### src/rtl/seq_det_pkg.sv
// Shared definitions for the serial pattern detector.
//   OVL_OFF / OVL_ON : encodings of the overlap_en input
//   sat_inc()        : increment that holds at a caller-supplied ceiling
package seq_det_pkg;

  localparam logic OVL_OFF = 1'b0;
  localparam logic OVL_ON  = 1'b1;

  // Widths up to 32 bits are handled by zero-extending into 32 bits.
  // The caller then truncates the result back to its own width.
  function automatic logic [31:0] sat_inc(input logic [31:0] v, input logic [31:0] max);
    return (v >= max) ? v : v + 32'd1;
  endfunction

endpackage

### src/rtl/sat_counter.sv
// Saturating up-counter with synchronous clear.
// Ports:
//   clk   : rising-edge clock
//   reset : synchronous, active-high; returns q to zero
//   clr   : synchronous clear; takes priority over inc
//   inc   : count by one; the counter holds once it reaches all-ones
//   q     : current count, W bits
module sat_counter
  import seq_det_pkg::*;
#(
  parameter int W = 8
) (
  input  logic         clk,
  input  logic         reset,
  input  logic         clr,
  input  logic         inc,
  output logic [W-1:0] q
);

  localparam logic [W-1:0] Q_MAX = '1;

  always_ff @(posedge clk) begin
    if (reset) begin
      q <= '0;
    end else if (clr) begin
      q <= '0;
    end else if (inc) begin
      q <= W'(sat_inc(32'(q), 32'(Q_MAX)));
    end
  end

endmodule

### src/rtl/seq_detect_param.sv
// Parametrised serial pattern detector (Mealy).
// The pattern is loadable at runtime. Overlap mode is selectable at runtime.
// Ports:
//   clk        : rising-edge clock
//   reset      : synchronous, active-high
//   x, x_valid : serial bit and its qualifier (idle cycles leave state untouched)
//   overlap_en : 1 = a match suffix may start the next match, 0 = restart after a match
//   pat_load   : load pat_in this cycle; flushes history and discards this cycle's x
//   pat_in     : new pattern, MSB is the first bit received
//   cnt_clr    : clear match_cnt (wins over a coincident match)
//   z          : combinational match on the current bit
//   z_q        : z delayed by one clock
//   match_cnt  : saturating number of matches
module seq_detect_param
  import seq_det_pkg::*;
#(
  parameter int             N       = 4,
  parameter logic [N-1:0]   PATTERN = 4'b1010,
  parameter int             CNT_W   = 8
) (
  input  logic             clk,
  input  logic             reset,
  input  logic             x,
  input  logic             x_valid,
  input  logic             overlap_en,
  input  logic             pat_load,
  input  logic [N-1:0]     pat_in,
  input  logic             cnt_clr,
  output logic             z,
  output logic             z_q,
  output logic [CNT_W-1:0] match_cnt
);

  localparam int                FILL_W    = $clog2(N);
  localparam logic [FILL_W-1:0] FILL_FULL = FILL_W'(N - 1);

  logic [N-1:0]      pat_r;
  logic [N-2:0]      hist;
  logic [FILL_W-1:0] fill;
  logic [N-1:0]      cand;
  logic              hit;

  // fill gating stops the zeroed history from matching patterns such as all-zeros.
  // A pending pattern load or reset suppresses the match on this cycle's bit.
  always_comb begin
    cand = {hist, x};
    hit  = x_valid & ~pat_load & ~reset & (fill == FILL_FULL) & (cand == pat_r);
    z    = hit;
  end

  always_ff @(posedge clk) begin
    if (reset) begin
      pat_r <= PATTERN;
      hist  <= '0;
      fill  <= '0;
      z_q   <= 1'b0;
    end else begin
      z_q <= hit;
      if (pat_load) begin
        pat_r <= pat_in;
        hist  <= '0;
        fill  <= '0;
      end else if (x_valid) begin
        if (hit && (overlap_en == OVL_OFF)) begin
          hist <= '0;
          fill <= '0;
        end else begin
          hist <= cand[N-2:0];
          if (fill != FILL_FULL) begin
            fill <= fill + FILL_W'(1);
          end
        end
      end
    end
  end

  sat_counter #(.W(CNT_W)) u_match_cnt (
    .clk   (clk),
    .reset (reset),
    .clr   (cnt_clr),
    .inc   (hit),
    .q     (match_cnt)
  );

endmodule

### config.mk
export PLATFORM = sky130hd
export DESIGN_NAME = seq_detect_param
export DESIGN_NICKNAME = d
export VERILOG_FILES = /design/src/rtl/seq_det_pkg.sv /design/src/rtl/sat_counter.sv /design/src/rtl/seq_detect_param.sv
export SDC_FILE = /design/constraint.sdc
export NUM_CORES = 1
export LEC_CHECK = 0
export CAP_MARGIN = 0
export CORE_ASPECT_RATIO = 0.5
export CORE_MARGIN = 10
export CORE_UTILIZATION = 35
export DETAILED_ROUTE_END_ITERATION = 16
export HOLD_SLACK_MARGIN = 0.1
export PLACE_DENSITY = 0.58
export RECOVER_POWER = 25
export SKIP_LAST_GASP = 1
export SLEW_MARGIN = 40
export SYNTH_ARGS = -nofsm -noshare
export SYNTH_HDL_FRONTEND = slang
export SYNTH_SLANG_ARGS = --single-unit
export TNS_END_PERCENT = 30
### constraint.sdc
create_clock -name clk -period 4.9 [get_ports clk]
set_clock_uncertainty 0.15 [all_clocks]
set_input_delay 1.225 -clock clk [delete_from_list [all_inputs] [get_ports clk]]
set_output_delay 1.225 -clock clk [all_outputs]
set_load 0.05 [all_outputs]
==> results.sh <==
export IMPL_status="finished, final reports clean"
export IMPL_cp_end_kind="output port"
export IMPL_fin_hold_ws_ns=0.3385
export IMPL_routed_wirelength_mm=2.110
export IMPL_critPathKind="primary input to output port"
export IMPL_syn_area_um2=939.7
export IMPL_cts_made_buffers=3
export IMPL_root_buffer="clkbuf_8"
export IMPL_tns_ns=0
export IMPL_io_pins=21
export IMPL_fin_area_mm2=0.001184
export IMPL_drtPass1Iterations=5
export IMPL_cts_tree="yes"
export IMPL_final_setup_viol_count=0
export IMPL_maxSlewHeadroom=0.5255
export IMPL_critical_path_required_ns=3.52
export IMPL_synth_common_cells="dfxtp_1 (18), nand3_1 (12), nand2_1 (7)"
export IMPL_finalPower_mw=0.2812
export IMPL_yosys_warnings=0
export IMPL_nets=137
export IMPL_grtUsageTotal=0.08106
export IMPL_io_buffers=20
export IMPL_cts_resized=0
export IMPL_place_area_mm2=0.001160
export IMPL_fp_dieW_um=93.28
export IMPL_drtIter0Drc=33
export IMPL_postCtsSetupRepairBufs=0
export IMPL_core_area_mm2=0.002586
export IMPL_max_freq_mhz=245.5
export IMPL_min_period_ns=4.074
export IMPL_clk_latency_ns=0.25
export IMPL_netlist_cell_type_count=33
export IMPL_yosysMostFrequentCell="dfxtp_1"
export IMPL_maxCapViolCount=0
export IMPL_synth_edf_count=0
export IMPL_synth_main_ff_cell="dfxtp_1"
export IMPL_hold_viol_final=0
export IMPL_start_util=0.3633
export IMPL_hp_class="flop to flop"
export IMPL_routedWlPerCell_um=13.27
export IMPL_multi_input_area_um2=526.8
export IMPL_slew_viol_final=0
export IMPL_syn2layout_area_growth_pct=25.97
export IMPL_grt_overflow_total=0
export IMPL_cts_hold_fix_buffers=0
export IMPL_register_area_um2=360.3
export IMPL_first_global_vias=762
export IMPL_crit_fanout=9
export IMPL_worstPathArrival_ns=2.70
export IMPL_routed_via_density=5.233
export IMPL_place_congestion=0.7839
export IMPL_die_h_um=56.64
export IMPL_synth_top_area_share=0.3835
export IMPL_async_flop_share=0
export IMPL_post_route_period_util=0.8315
export IMPL_ys_seq_area_frac=0.3835
export IMPL_start_kind="primary input"
export IMPL_num_vias=832
export IMPL_dieArea_mm2=0.005283
export IMPL_synth_area_leader_cell="dfxtp_1"
export IMPL_ant_nets=0
export IMPL_p_leak_nw=0.4072
export IMPL_antenna_cells=0
export IMPL_grt_pass1_wl_mm=3.588
export IMPL_grt_max_degree=16
export IMPL_drc_errors=0
export IMPL_synth_area_leaders="dfxtp_1 (38%), nand3_1 (6.4%), o31ai_1 (4.8%)"
export IMPL_syn_area_per_cell_um2=9.123
export IMPL_hpwlAfterDp_mm=1.625
export IMPL_layout_drive_gt1_share=0.09016
export IMPL_antenna_found_initial=0
export IMPL_power_density_mw_per_mm2=237.6
export IMPL_rsz0062_at_grt="false"
export IMPL_cts_sinks=18
export IMPL_synth_fp_nets=116
export IMPL_ys_ff_latch=18
export IMPL_cts_clk_slew_worst_paths_ns=0.06
export IMPL_vdd_ir_drop_max_mv=0.1257
export IMPL_htree_levels=1
export IMPL_nFillCells=252
export IMPL_worstMarginPinSlew_ns=0.7086
export IMPL_clk_path_buf_depth=2
export IMPL_netlist_instances=103
export IMPL_rows=13
==> flip-flops by register name (all words and copies together), names as in the netlist <==
signal         flops
u_match_cnt.q      8
pat_r              4
hist               3
fill               2
z_q                1
==> per-layer routing <==
| layer | track usage | wire length [um] | vias to the layer above |
|---|---|---|---|
| li1 | - | - | 425 |
| met1 | 0.09769 | 998 | 381 |
| met2 | 0.1282 | 948 | 24 |
| met3 | 0.03576 | 147 | 2 |
| met4 | 0.01965 | 14 | 0 |
| met5 | 0 | 0 | - |
==> worst max-delay path, stage by stage <==
cell           delay, ns
dlygate4sd3_1       0.65
and4bb_1            0.34
nand2_1             0.14
nor2_1              0.12
buf_4               0.22
==> path summary, 6_finish.rpt <==
check | startpoint | end | slack (ns) | cells after the start
setup / recovery | pat_load | z | 0.83 | 5
hold reg to reg | hist[0] | hist[1] | 0.34 | 2
setup reg to reg | hist[0] | fill[0] | 2.78 | 4
hold / removal | hist[0] | hist[1] | 0.34 | 2
==> final cells by class <==
class	instances	area share
Inverter	3	0.009514
Tap cell	37	0.03911
Multi-Input combinational cell	78	0.4450
Timing Repair Buffer	20	0.1670
Clock buffer	3	0.03488
Sequential cell	18	0.3044
==> cell families after synthesis <==
| kind of cell | share of synthesized area |
|---|---|
| xor+xnor | 0.05727 |
| fa+ha+maj | 0.02663 |
| flops | 0.3835 |
| compound gates | 0.1731 |
| buf+inv | 0.03727 |
| simple gates | 0.2796 |
| mux | 0.04261 |
==> power breakdown <==
| group | switching, mW | internal (mW) |
|---|---|---|
| sequential | 0.00272 | 0.149 |
| clock | 0.0466 | 0.0545 |
| combinational | 0.0123 | 0.0158 |
| total | 0.0616 | 0.220 |
==> per-stage QoR <==
stage	worst slack (ns)	util	std cells
floorplan	1.096	-	103
global placement	0.8482	0.4485	156
detailed placement	0.8132	0.4485	156
CTS	0.8159	0.4644	159
global route	0.6794	0.4577	159
finish	0.8259	0.4577	159
==> placed cells by master, fill, tap and decap left out, drive strengths merged, types with 3 or more instances in the layout <==
cell type / instances
nand3: 12
a21oi: 6
or4: 4
dfxtp: 18
xnor2: 4
or3: 3
inv: 3
nand2: 7
clkdlybuf4s50: 17
clkbuf: 3
nor2: 6
o21ai: 3
mux2i: 4
o31ai: 6
No activity file was read; power rests on OpenSTA's default activity.
